**config.mk**
```make
export PLATFORM = sky130hd
export DESIGN_NAME = uart_rx_core_flat
export DESIGN_NICKNAME = d
export VERILOG_FILES = /design/src/rtl/uart_rx_core_if.sv /design/src/rtl/uart_rx_core.sv /design/src/flat_wrapper.sv
export SDC_FILE = /design/constraint.sdc
export NUM_CORES = 1
export LEC_CHECK = 0
export ABC_CLOCK_PERIOD_IN_PS = 6500
export CAP_MARGIN = 40
export CELL_PAD_IN_SITES_DETAIL_PLACEMENT = 1
export CELL_PAD_IN_SITES_GLOBAL_PLACEMENT = 1
export CORE_ASPECT_RATIO = 1.1
export CORE_UTILIZATION = 40
export DETAILED_ROUTE_END_ITERATION = 12
export MAX_ROUTING_LAYER = met4
export PLACE_DENSITY = 0.73
export SKIP_CTS_REPAIR_TIMING = 1
export SLEW_MARGIN = 10
export SYNTH_ARGS = -nofsm -noshare
export SYNTH_HDL_FRONTEND = slang
export SYNTH_SLANG_ARGS = --single-unit
```
**constraint.sdc**
```tcl
create_clock -name clk -period 6.5 [get_ports clk]
set_input_delay 0.975 -clock clk [delete_from_list [all_inputs] [get_ports clk]]
set_output_delay 0.975 -clock clk [all_outputs]
set_load 0.1 [all_outputs]
```
**src/rtl/uart_rx_core_if.sv**
```systemverilog
// uart_rx_core_if -- consumer-side bundle of the UART receiver.
//
// Signals:
//   data_out      [7:0]  last received byte (core -> consumer)
//   data_ready           a byte is held and unread (core -> consumer)
//   framing_error        one-cycle pulse, stop bit sampled low (core -> consumer)
//   overrun              sticky, a byte landed on an unread byte (core -> consumer)
//   busy_rx              receiver is inside a frame (core -> consumer)
//   data_rd              consumer acknowledge, clears the holding buffer (consumer -> core)
//
// Modports: master = receiver core, slave = consumer.
`timescale 1ns/1ps

interface uart_rx_core_if;
    logic [7:0] data_out;
    logic       data_ready;
    logic       framing_error;
    logic       overrun;
    logic       busy_rx;
    logic       data_rd;

    modport master (
        output data_out,
        output data_ready,
        output framing_error,
        output overrun,
        output busy_rx,
        input  data_rd
    );

    modport slave (
        input  data_out,
        input  data_ready,
        input  framing_error,
        input  overrun,
        input  busy_rx,
        output data_rd
    );
endinterface

```
**src/rtl/uart_rx_core.sv**
```systemverilog
// uart_rx_core -- 8N1 UART receiver with a one-byte holding buffer.
//
// Ports:
//   clk      rising-edge clock
//   reset    asynchronous, active-high reset
//   uart_rx  asynchronous serial line, idle high
//   bus      uart_rx_core_if.master: data_out, data_ready, framing_error,
//            overrun, busy_rx out; data_rd in
//
// Parameters:
//   CLK_HZ   input clock frequency in Hz
//   BAUD     serial bit rate
//
// The line is sampled once per bit at the bit centre: the start edge loads a
// half-bit count, every later sample point is one full bit period apart.
`timescale 1ns/1ps

module uart_rx_core #(
    parameter int CLK_HZ = 50000000,
    parameter int BAUD   = 115200
) (
    input  logic                  clk,
    input  logic                  reset,
    input  logic                  uart_rx,
    uart_rx_core_if.master        bus
);

    localparam int COUNT = CLK_HZ / BAUD;
    localparam int HALF  = COUNT / 2;
    localparam int CNT_W = (COUNT > 2) ? $clog2(COUNT) : 1;

    localparam logic [CNT_W-1:0] COUNT_M1 = CNT_W'(COUNT - 1);
    localparam logic [CNT_W-1:0] HALF_M1  = CNT_W'(HALF - 1);

    typedef enum logic [2:0] {
        IDLE,
        START,
        DATA,
        STOP,
        WAIT_HIGH
    } state_t;

    // Two-flop synchronizer; both stages idle high so reset never looks like
    // a start bit.
    logic [1:0] sync_reg;
    logic       rx_s;

    state_t           state_reg,   state_next;
    logic [CNT_W-1:0] cnt_reg,     cnt_next;
    logic [2:0]       bit_idx_reg, bit_idx_next;
    logic [7:0]       shift_reg,   shift_next;

    // The byte is handed to the holding buffer one cycle after the stop-bit
    // sample, so the commit is carried through a register.
    logic             commit_reg,  commit_next;
    logic             framing_error_reg, framing_error_next;

    logic [7:0]       data_out_reg;
    logic             data_ready_reg;
    logic             overrun_reg;

    logic             cnt_zero;

    assign rx_s     = sync_reg[1];
    assign cnt_zero = (cnt_reg == '0);

    always_ff @(posedge clk or posedge reset) begin
        if (reset) begin
            sync_reg <= 2'b11;
        end else begin
            sync_reg <= {sync_reg[0], uart_rx};
        end
    end

    always_ff @(posedge clk or posedge reset) begin
        if (reset) begin
            state_reg         <= IDLE;
            cnt_reg           <= '0;
            bit_idx_reg       <= 3'd0;
            shift_reg         <= 8'h00;
            commit_reg        <= 1'b0;
            framing_error_reg <= 1'b0;
        end else begin
            state_reg         <= state_next;
            cnt_reg           <= cnt_next;
            bit_idx_reg       <= bit_idx_next;
            shift_reg         <= shift_next;
            commit_reg        <= commit_next;
            framing_error_reg <= framing_error_next;
        end
    end

    always_comb begin
        state_next         = state_reg;
        cnt_next           = cnt_reg;
        bit_idx_next       = bit_idx_reg;
        shift_next         = shift_reg;
        commit_next        = 1'b0;
        framing_error_next = 1'b0;

        case (state_reg)
            IDLE: begin
                if (!rx_s) begin
                    cnt_next   = HALF_M1;
                    state_next = START;
                end
            end

            START: begin
                if (cnt_zero) begin
                    if (!rx_s) begin
                        state_next   = DATA;
                        cnt_next     = COUNT_M1;
                        bit_idx_next = 3'd0;
                    end else begin
                        // Line went back high before mid start bit: a glitch.
                        state_next = IDLE;
                    end
                end else begin
                    cnt_next = cnt_reg - CNT_W'(1);
                end
            end

            DATA: begin
                if (cnt_zero) begin
                    shift_next   = {rx_s, shift_reg[7:1]};
                    cnt_next     = COUNT_M1;
                    bit_idx_next = bit_idx_reg + 3'd1;
                    if (bit_idx_reg == 3'd7) begin
                        state_next = STOP;
                    end
                end else begin
                    cnt_next = cnt_reg - CNT_W'(1);
                end
            end

            STOP: begin
                if (cnt_zero) begin
                    if (rx_s) begin
                        commit_next = 1'b1;
                        state_next  = IDLE;
                    end else begin
                        framing_error_next = 1'b1;
                        state_next         = WAIT_HIGH;
                    end
                end else begin
                    cnt_next = cnt_reg - CNT_W'(1);
                end
            end

            WAIT_HIGH: begin
                // Hold off until the line is released so a break is not
                // decoded as a stream of 0x00 bytes.
                if (rx_s) begin
                    state_next = IDLE;
                end
            end

            default: begin
                state_next = IDLE;
            end
        endcase
    end

    // Holding buffer. A commit always wins the data; overrun is raised only
    // when the previous byte was unread and not being read this same cycle.
    always_ff @(posedge clk or posedge reset) begin
        if (reset) begin
            data_out_reg   <= 8'h00;
            data_ready_reg <= 1'b0;
            overrun_reg    <= 1'b0;
        end else if (commit_reg) begin
            data_out_reg   <= shift_reg;
            data_ready_reg <= 1'b1;
            if (data_ready_reg && !bus.data_rd) begin
                overrun_reg <= 1'b1;
            end
        end else if (bus.data_rd && data_ready_reg) begin
            data_ready_reg <= 1'b0;
            overrun_reg    <= 1'b0;
        end
    end

    assign bus.data_out      = data_out_reg;
    assign bus.data_ready    = data_ready_reg;
    assign bus.framing_error = framing_error_reg;
    assign bus.overrun       = overrun_reg;
    assign bus.busy_rx       = (state_reg != IDLE);

endmodule

```
**src/flat_wrapper.sv**
```systemverilog
// flat-port wrapper written by rule: the top's interface ports become plain ports
module uart_rx_core_flat 
#(
    parameter int CLK_HZ = 50000000,
    parameter int BAUD   = 115200
)
  (clk, reset, uart_rx, bus_data_out, bus_data_ready, bus_framing_error, bus_overrun, bus_busy_rx, bus_data_rd);
  uart_rx_core_if bus_i ();
  input  logic clk;
  input  logic reset;
  input  logic uart_rx;
  output wire logic [$bits(bus_i.data_out)-1:0] bus_data_out;
  output wire logic [$bits(bus_i.data_ready)-1:0] bus_data_ready;
  output wire logic [$bits(bus_i.framing_error)-1:0] bus_framing_error;
  output wire logic [$bits(bus_i.overrun)-1:0] bus_overrun;
  output wire logic [$bits(bus_i.busy_rx)-1:0] bus_busy_rx;
  input wire logic [$bits(bus_i.data_rd)-1:0] bus_data_rd;
  assign bus_data_out = bus_i.data_out;
  assign bus_data_ready = bus_i.data_ready;
  assign bus_framing_error = bus_i.framing_error;
  assign bus_overrun = bus_i.overrun;
  assign bus_busy_rx = bus_i.busy_rx;
  assign bus_i.data_rd = bus_data_rd;
  uart_rx_core #(.CLK_HZ(CLK_HZ), .BAUD(BAUD)) u_core (.clk(clk), .reset(reset), .uart_rx(uart_rx), .bus(bus_i));
endmodule
```
After elaboration in Yosys (flattened, before gate mapping) --
Index checks and enable logic that the tools add are counted.
Word-level totals: flip-flop bits (word level) 37, output and inout port bits 12, word-level logic and storage cells 70
Operators by class: add/sub/neg operators 2, eq/ne operators 15, muxes and demuxes 29, reductions and logical operators 14
Operators with widths (number):
- $mux W9 | 5
- $pmux W9 S4 | 1
- $mux W3 | 10
- $pmux W3 S5 | 1
- $mux W1 | 10
- $ne A2 B1 Y1 const B | 5
- $logic_not A9 Y1 | 1
- $sub A9 B1 Y9 const B | 1
- $ne A2 B2 Y1 const B | 4
- $reduce_and A4 Y1 | 2
- $eq A3 B2 Y1 const B | 2
- $eq A3 B3 Y1 const B | 2
- $pmux W3 S2 | 1
- $reduce_and A6 Y1 | 1
- $reduce_and A2 Y1 | 2
- $reduce_bool A2 Y1 | 2
- $reduce_bool A4 Y1 | 1
- $add A3 B1 Y3 const B | 1
- $eq A3 B1 Y1 const B | 1
- $logic_not A3 Y1 | 1
- $ne A3 B3 Y1 const B | 1
- $reduce_bool A3 Y1 | 1
- $logic_and A1 B1 Y1 | 2
- $mux W2 | 1
- $logic_not A1 Y1 | 1

Longest topological paths before layout --
Gate-level depths: netlist of the first run.
depth after elaboration 4, mapped depth 9, gate-level depth less buffers 7

Worst setup path after synthesis of the first run --
Ideal clock, no wire load.
path type reg2out, start point register u_core.state_reg[2], end point output port bus_busy_rx, arrival time 1536 ps, required time 5525 ps, path slack 3989 ps, cell stages (with the launch flop) 4, cell sequence dfrtp_1 > clkbuf_1 > clkbuf_1 > or3_1
Between the ends: longest elaborated chain between the ends 1
Ends and longest elaborated chain:
- from (decl) | RTL line uart_rx_core.sv:48 | state_t state_reg, state_next;
- from (signal assigned) | RTL line uart_rx_core.sv:84 | state_reg <= state_next;
- $reduce_bool A3 Y1 | RTL line uart_rx_core.sv:188 | assign bus.busy_rx = (state_reg != IDLE);
- to (decl) | RTL line flat_wrapper.sv:16 | output wire logic [$bits(bus_i.busy_rx)-1:0] bus_busy_rx;
No other way between the ends.

Final worst setup path of the first run --
Same ends and word-level chain as after synthesis.

==> results of run 1 <==
final cells by class:
type                       instances  area, sq um  area share [%]
timing repair buffer              28          338            15.5
clock buffer                       6         72.6            3.34
multi-input combinational        105          702            32.3
sequential                        37          928            42.7
clock inverter                     2         38.8            1.78
tap                               52         65.1            2.99
inverter                           8         30.0            1.38
power groups by stage:
| stage | sequential, mW | clock (mW) | combinational (mW) |
|---|---|---|---|
| after floorplan | 0.236 | 0 | 0.00460 |
| after global placement | 0.236 | 0 | 0.00830 |
| after detailed placement | 0.236 | 0 | 0.00860 |
| after CTS | 0.232 | 0.206 | 0.00863 |
| after global routing | 0.232 | 0.214 | 0.00966 |
| final | 0.232 | 0.201 | 0.00820 |
worst max-delay path, delay by kind of cell, from the launching register on:
kind / cells / cell delay [ps]
buffers and inverters: 2 / 640
and+or+nand+nor: 1 / 390
DFF: 1 / 560
metrics by stage:
step | hold WS, ps | setup slack (ps)
final | 359 | 3640
after global routing | 361 | 3580
after CTS | 360 | 3640
after detailed placement | 348 | 3910
after global placement | 346 | 3640
after floorplan | 345 | 3990
worst min-delay path by stage:
stage / end / slack (ps) / depth (start not counted)
detailed placement: u_core.sync_reg[1] / 350 / 0
finish: u_core.sync_reg[1] / 360 / 0
global route: u_core.sync_reg[1] / 360 / 0
floorplan: u_core.sync_reg[1] / 350 / 0
CTS: u_core.sync_reg[1] / 360 / 0
global placement: u_core.sync_reg[1] / 350 / 0
cell families (layout without fill, tap and decap cells):
kind of cell    count (synthesis)  in the layout
compound gates                 31             31
flops                          37             37
buf+inv                        16             44
fa+ha+maj                       4              4
simple gates                   52             52
mux                            18             18
metal layers:
layer	wire [microns]	part of all wire, %	up-vias	GRT usage [%]
li1	-	-	613	-
met1	1730	43	673	24.6
met5	0	0	-	-
met4	57	1.4	0	6.57
met3	70	1.7	5	4.58
met2	2150	54	13	36.6
placed cells by master, fill, tap and decap left out, types with 3 or more instances in the layout:
cell                              synthesis  final
sky130_fd_sc_hd__inv_1                    8      8
sky130_fd_sc_hd__a31oi_1                  4      4
sky130_fd_sc_hd__mux2_2                  16     16
sky130_fd_sc_hd__clkdlybuf4s50_1          0     15
sky130_fd_sc_hd__nand2_1                 17     17
sky130_fd_sc_hd__nand3_1                  4      4
sky130_fd_sc_hd__buf_8                    0     12
sky130_fd_sc_hd__a21oi_1                  7      7
sky130_fd_sc_hd__clkbuf_8                 0      5
sky130_fd_sc_hd__nor3_1                   4      4
sky130_fd_sc_hd__ha_1                     3      3
sky130_fd_sc_hd__nor2_1                  16     16
sky130_fd_sc_hd__dfrtp_1                 35     35
sky130_fd_sc_hd__o21ai_0                  6      6
==> results.py, run 1 <==
metrics = {
    "route": {
        "dr_total_vias": 1304,
        "antenna_violating_nets_post_route": 0,
        "drc": 0,
        "wl_per_cell_microns": 16.9,
        "detail_route.first_pass.iterations": 4,
        "detail_route.wirelength_mm": 4.02,
        "detail_route.vias_per_cell": 5.48,
        "detailedRoute.firstIterationViolations": 42,
    },
    "setup_path": {
        "worst_path_cell_chain": "or3_1 -> clkdlybuf4s50_1 -> buf_8",
        "critical_path.startpoint": "u_core.state_reg[2]",
        "setup.worst_path.class": "reg2out",
        "timing.critical_path.slowest_cell_delay_ps": 560,
        "worst_setup_path_endpoint": "bus_busy_rx",
        "data_arrival_at_the_endpoint_of_the_critical_path_ps": 1880,
        "slowest_stage": "sky130_fd_sc_hd__dfrtp_1",
        "critPathMaxFanout": 17,
        "timing.rr.start": "u_core.cnt_reg[0]",
        "critical_path.startpoint_type": "flip-flop",
        "worst-r2r-setup-slack_ps": 3900,
        "r2r.worst_path.cells": 7,
        "reg2reg_to": "u_core.cnt_reg[3]",
        "worst_ep_required_time_ps": 5520,
        "worstSetupEndpointType": "output port",
    },
    "floorplan": {
        "die_height_microns": 70.2,
        "core_ar_sq_um": 4020,
        "ios": 16,
        "die_w_microns": 64.0,
        "initial_core_util_pct": 42.1,
        "fp.dieArea_sq_um": 4500,
        "std_cell_rows": 24,
    },
    "timing": {
        "slew_headroom_pct": 57.2,
        "slew_violations": 0,
        "fin_setup_tns_ps": 0,
        "fin_worst_skew_ps": 1.99,
        "worst_margin_slew_ps": 633,
        "setup_viol": 0,
        "post-route-period-util_pct": 44.0,
        "rsz0062_at_grt": "false",
        "max_freq_mhz": 350,
        "hold_violations": 0,
        "layout_min_cycle_time_ps": 2860,
    },
    "logic_synthesis": {
        "synth.avg_cell_area_sq_um": 10.7,
        "synth_adder_area_share_pct": 2.88,
        "synth.area.mux_share_pct": 11.8,
        "ys_async_sr_fraction_pct": 100,
        "post_synth_inst_count": 158,
        "synth_top_area_share_pct": 51.7,
        "synth-compound-area-share_pct": 12.3,
        "post_synth_xor_area_fraction_pct": 0,
        "synth_top_cells_by_count": "35 x sky130_fd_sc_hd__dfrtp_1, 17 x sky130_fd_sc_hd__nand2_1, 16 x sky130_fd_sc_hd__mux2_2, 16 x sky130_fd_sc_hd__nor2_1, 8 x sky130_fd_sc_hd__inv_1",
        "synth_fp_nets": 165,
        "synth_most_common_cell": "sky130_fd_sc_hd__dfrtp_1",
        "synth.lib_cells_used.distinct": 36,
        "synth-edff-count": 0,
        "yosys-top-cells-area": "sky130_fd_sc_hd__dfrtp_1 52%, sky130_fd_sc_hd__mux2_2 11%, sky130_fd_sc_hd__nand2_1 3.8%, sky130_fd_sc_hd__nor2_1 3.5%, sky130_fd_sc_hd__dfstp_2 3.1%",
        "ys_seq_elements": 37,
        "synth_simple_gate_area_share_pct": 14.4,
        "yosysSeqAreaShare_pct": 54.8,
        "yosys.area.top_type": "sky130_fd_sc_hd__dfrtp_1",
        "synth_flop_cell": "sky130_fd_sc_hd__dfrtp_1",
        "synth_top_family_by_area": "simple AND/OR/NAND/NOR gates",
        "synth.cell_area_sq_um": 1690,
        "synth-warning-count": 0,
    },
    "cells_and_area": {
        "post_layout_nonfiller_instances": 238,
        "synthToLayoutAreaGrowth_pct": 28.5,
        "fraction_of_layout_cells_with_a_size_suffix_above_1_pct": 23.1,
        "finish.net_count": 192,
        "fill_cells": 440,
        "fin_area_sq_um": 2170,
        "finalCoreUtilization_pct": 54.0,
        "antenna_cells": 0,
        "number_of_flip_flops_under_the_largest_register_name": 9,
    },
    "outcome": {
        "result_of_the_run": "complete, no violations",
    },
    "cts": {
        "tritoncts": "built",
        "root_buffer": "sky130_fd_sc_hd__clkbuf_8",
        "clkLatencyLatePin_ps": 290,
        "clk_sinks": 37,
        "cts-buffers-inserted": 5,
        "htree_num_levels": 2,
        "cts_max_path_buffers": 2,
        "clkSlewWorstSetupHoldPaths_ps": 70,
    },
    "pwr": {
        "p_leak_nw": 1.04,
        "post-layout-total-power_uw": 441,
        "netSwitchingPower_uw": 92.0,
        "power_share_of_the_sequential_group_pct": 52.6,
        "share_clk_of_total_power_pct": 45.6,
        "pwr_density_cell_nw_per_um2": 203,
        "peakVddDrop_mv": 0.141,
        "power.share.combinational_pct": 1.9,
        "swShare_pct": 20.9,
        "internal_power_uw": 349,
    },
    "hold_path": {
        "timing.hold.worst.start": "u_core.sync_reg[0]",
        "holdCritPathClass": "reg2reg",
    },
    "global_route": {
        "grt_pass1_vias": 1424,
        "grt_antenna_before_repair": 0,
        "grt_first_pass_wirelength_mm": 6.98,
        "grt_overall_usage_pct": 21.3,
        "pin_count_of_the_biggest_net_entering_global_routing": 38,
        "grt_overflow": 0,
    },
    "placed_design": {
        "io_buffer_count": 15,
        "detailed_place_hpwl_mm": 2.80,
        "globalplace.congestion": 0.814,
        "dpl_cell_area_sq_um": 2060,
        "inst_count_dp": 230,
    },
    "flow_run": {
        "maximum_capacitance_violations": 0,
    },
}
(Power assumes the default switching activity.)
==> run 2: changes to the inputs <==
--- a/config.mk
+++ b/config.mk
@@ -5,7 +5,7 @@
 export SDC_FILE = /design/constraint.sdc
 export NUM_CORES = 1
 export LEC_CHECK = 0
-export ABC_CLOCK_PERIOD_IN_PS = 6500
+export ABC_CLOCK_PERIOD_IN_PS = 2400
 export CAP_MARGIN = 40
 export CELL_PAD_IN_SITES_DETAIL_PLACEMENT = 1
 export CELL_PAD_IN_SITES_GLOBAL_PLACEMENT = 1
@@ -13,7 +13,7 @@
 export CORE_UTILIZATION = 40
 export DETAILED_ROUTE_END_ITERATION = 12
 export MAX_ROUTING_LAYER = met4
-export PLACE_DENSITY = 0.73
+export PLACE_DENSITY = 0.76
 export SKIP_CTS_REPAIR_TIMING = 1
 export SLEW_MARGIN = 10
 export SYNTH_ARGS = -nofsm -noshare
==> constraint.sdc (replaced) <==
create_clock -name clk -period 2.4 [get_ports clk]
set_input_delay 0.36 -clock clk [delete_from_list [all_inputs] [get_ports clk]]
set_output_delay 0.36 -clock clk [all_outputs]
set_load 0.1 [all_outputs]
==> results.py, run 2 (synthesis gave the netlist of run 1 again) <==
metrics = {
    "global_route": {
        "grt_overflow": 0,
        "grt_first_pass_wirelength_mm": 6.60,
        "pin_count_of_the_biggest_net_entering_global_routing": 38,
        "grt_antenna_before_repair": 0,
        "grt_overall_usage_pct": 20.2,
        "grt_pass1_vias": 1424,
    },
    "pwr": {
        "peakVddDrop_mv": 0.517,
        "pwr_density_cell_nw_per_um2": 554,
        "p_leak_nw": 0.980,
        "post-layout-total-power_mw": 1.09,
    },
    "setup_path": {
        "critPathTopFamily": "simple AND/OR/NAND/NOR gates",
        "worst_ep_required_time_ps": 2580,
        "worst_path_cell_chain": "inv_1 -> ha_2 -> or3b_4 -> or4_4 -> maj3_2 -> a21oi_1 -> mux2i_1",
        "slowest_stage": "sky130_fd_sc_hd__or4_4",
        "critical_path.startpoint_type": "flip-flop",
        "worst-r2r-setup-slack_ps": 90,
        "timing.rr.start": "u_core.cnt_reg[0]",
        "critical_path.startpoint": "u_core.cnt_reg[0]",
        "critPathMaxFanout": 5,
        "data_arrival_at_the_endpoint_of_the_critical_path_ps": 2490,
        "setup.worst_path.class": "reg2reg",
        "worstSetupEndpointType": "flip-flop",
        "cp_num_buf_inv": 1,
        "timing.critical_path.slowest_cell_delay_ps": 470,
    },
    "cts": {
        "root_buffer": "sky130_fd_sc_hd__clkbuf_8",
        "cts_max_path_buffers": 2,
        "htree_num_levels": 2,
        "tritoncts": "built",
        "cts-buffers-inserted": 5,
        "clkSlewWorstSetupHoldPaths_ps": 80,
        "clkLatencyLatePin_ps": 300,
        "clk_sinks": 37,
    },
    "cells_and_area": {
        "antenna_cells": 0,
        "mostFrequentLayoutCell": "sky130_fd_sc_hd__dfrtp_1",
        "layout_common_cells": "35 x sky130_fd_sc_hd__dfrtp_1, 17 x sky130_fd_sc_hd__nand2_1, 16 x sky130_fd_sc_hd__nor2_1, 16 x sky130_fd_sc_hd__mux2_2, 16 x sky130_fd_sc_hd__buf_4",
        "fraction_of_layout_cells_with_a_size_suffix_above_1_pct": 28.2,
        "finish.net_count": 183,
        "fin_area_sq_um": 1970,
        "number_of_flip_flops_under_the_largest_register_name": 9,
        "synthToLayoutAreaGrowth_pct": 16.6,
    },
    "timing": {
        "layout_min_cycle_time_ps": 2310,
        "worst_margin_slew_ps": 494,
        "post-route-period-util_pct": 96.4,
        "max_freq_mhz": 432,
        "slew_violations": 0,
        "slew_headroom_pct": 67.1,
        "fin_worst_skew_ps": 2.98,
        "setup_viol": 0,
        "hold_violations": 0,
        "hold-worst-slack_ps": 364,
    },
    "floorplan": {
        "die_height_microns": 70.2,
        "die_w_microns": 64.0,
        "ios": 16,
        "std_cell_rows": 24,
        "fp.dieArea_sq_um": 4500,
        "initial_core_util_pct": 42.1,
        "core_ar_sq_um": 4020,
    },
    "route": {
        "detail_route.wirelength_mm": 3.77,
        "detail_route.first_pass.iterations": 4,
        "detailedRoute.firstIterationViolations": 48,
        "dr_total_vias": 1295,
        "wl_per_cell_microns": 16.5,
        "drc": 0,
        "detail_route.vias_per_cell": 5.66,
        "antenna_violating_nets_post_route": 0,
    },
    "placed_design": {
        "dpl_cell_area_sq_um": 1870,
        "globalplace.congestion": 0.860,
        "io_buffer_count": 15,
        "detailed_place_hpwl_mm": 2.76,
    },
    "outcome": {
        "result_of_the_run": "complete, no violations",
    },
    "hold_path": {
        "holdCritPathClass": "reg2reg",
        "timing.hold.worst.start": "u_core.sync_reg[0]",
    },
    "flow_run": {
        "maximum_capacitance_violations": 0,
    },
}
==> run 2: changes by cell type in the layout (fill, tap and decap cells not counted), sizes merged <==
cell / before / now
clkdlybuf4s50: 15 / 3
bufinv: 1 / 0
buf: 13 / 16
clkinvlp: 0 / 1
clkbuf: 6 / 5
inv: 8 / 9
==> run 2: through the flow <==
stage / std cells / worst slack [ps] / util (%) / setup TNS, ps
floorplan: 158 / 115 / - / 0
global placement: 220 / 133 / 46.4 / 0
detailed placement: 220 / -53.4 / 46.4 / -91.7
CTS: 228 / -63.5 / 48.7 / -119
global route: 229 / -2.80 / 49.1 / -2.80
finish: 229 / 87.0 / 49.1 / 0
==> run 2: layout make-up <==
type	instances	area, sq um
multi-input cells	105	711
flip-flops and latches	37	928
inverters	8	30.0
repair buffers	19	150
clock inverters	3	21.3
clock buffers	5	68.8
well taps	52	65.1
fillers	455	2050
==> run 2: per-layer routing <==
metal  GRT usage (%)  up-vias  share of wire [%]
li1                -      591                  -
met1            22.4      660                 41
met2            32.0       30                 52
met3            5.88       14                3.5
met4            11.6        0                3.4
met5               -        -                  0
==> run 2: path summary, 6_finish.rpt <==
path / end / cells after the start
min in group asynchronous: u_core.cnt_reg[4] / 3
hold / removal: u_core.sync_reg[1] / 0
max in group asynchronous: u_core.sync_reg[1] / 3
setup / recovery: u_core.cnt_reg[2] / 7
hold reg to reg: u_core.sync_reg[1] / 0
setup reg to reg: u_core.cnt_reg[2] / 7
==> run 2: report_power, final <==
group / total (mW) / switching [mW] / internal (mW)
clock: 0.444 / 0.238 / 0.206
combinational: 0.0218 / 0.0149 / 0.00690
sequential: 0.628 / 0.00202 / 0.626
total: 1.09 / 0.255 / 0.839
==> run 3: changes to the inputs <==
--- a/config.mk
+++ b/config.mk
@@ -5,7 +5,6 @@
 export SDC_FILE = /design/constraint.sdc
 export NUM_CORES = 1
 export LEC_CHECK = 0
-export ABC_CLOCK_PERIOD_IN_PS = 2400
 export CAP_MARGIN = 40
 export CELL_PAD_IN_SITES_DETAIL_PLACEMENT = 1
 export CELL_PAD_IN_SITES_GLOBAL_PLACEMENT = 1
==> results of run 3 <==
Final layout, timing and power as in run 2 (identical DEF).
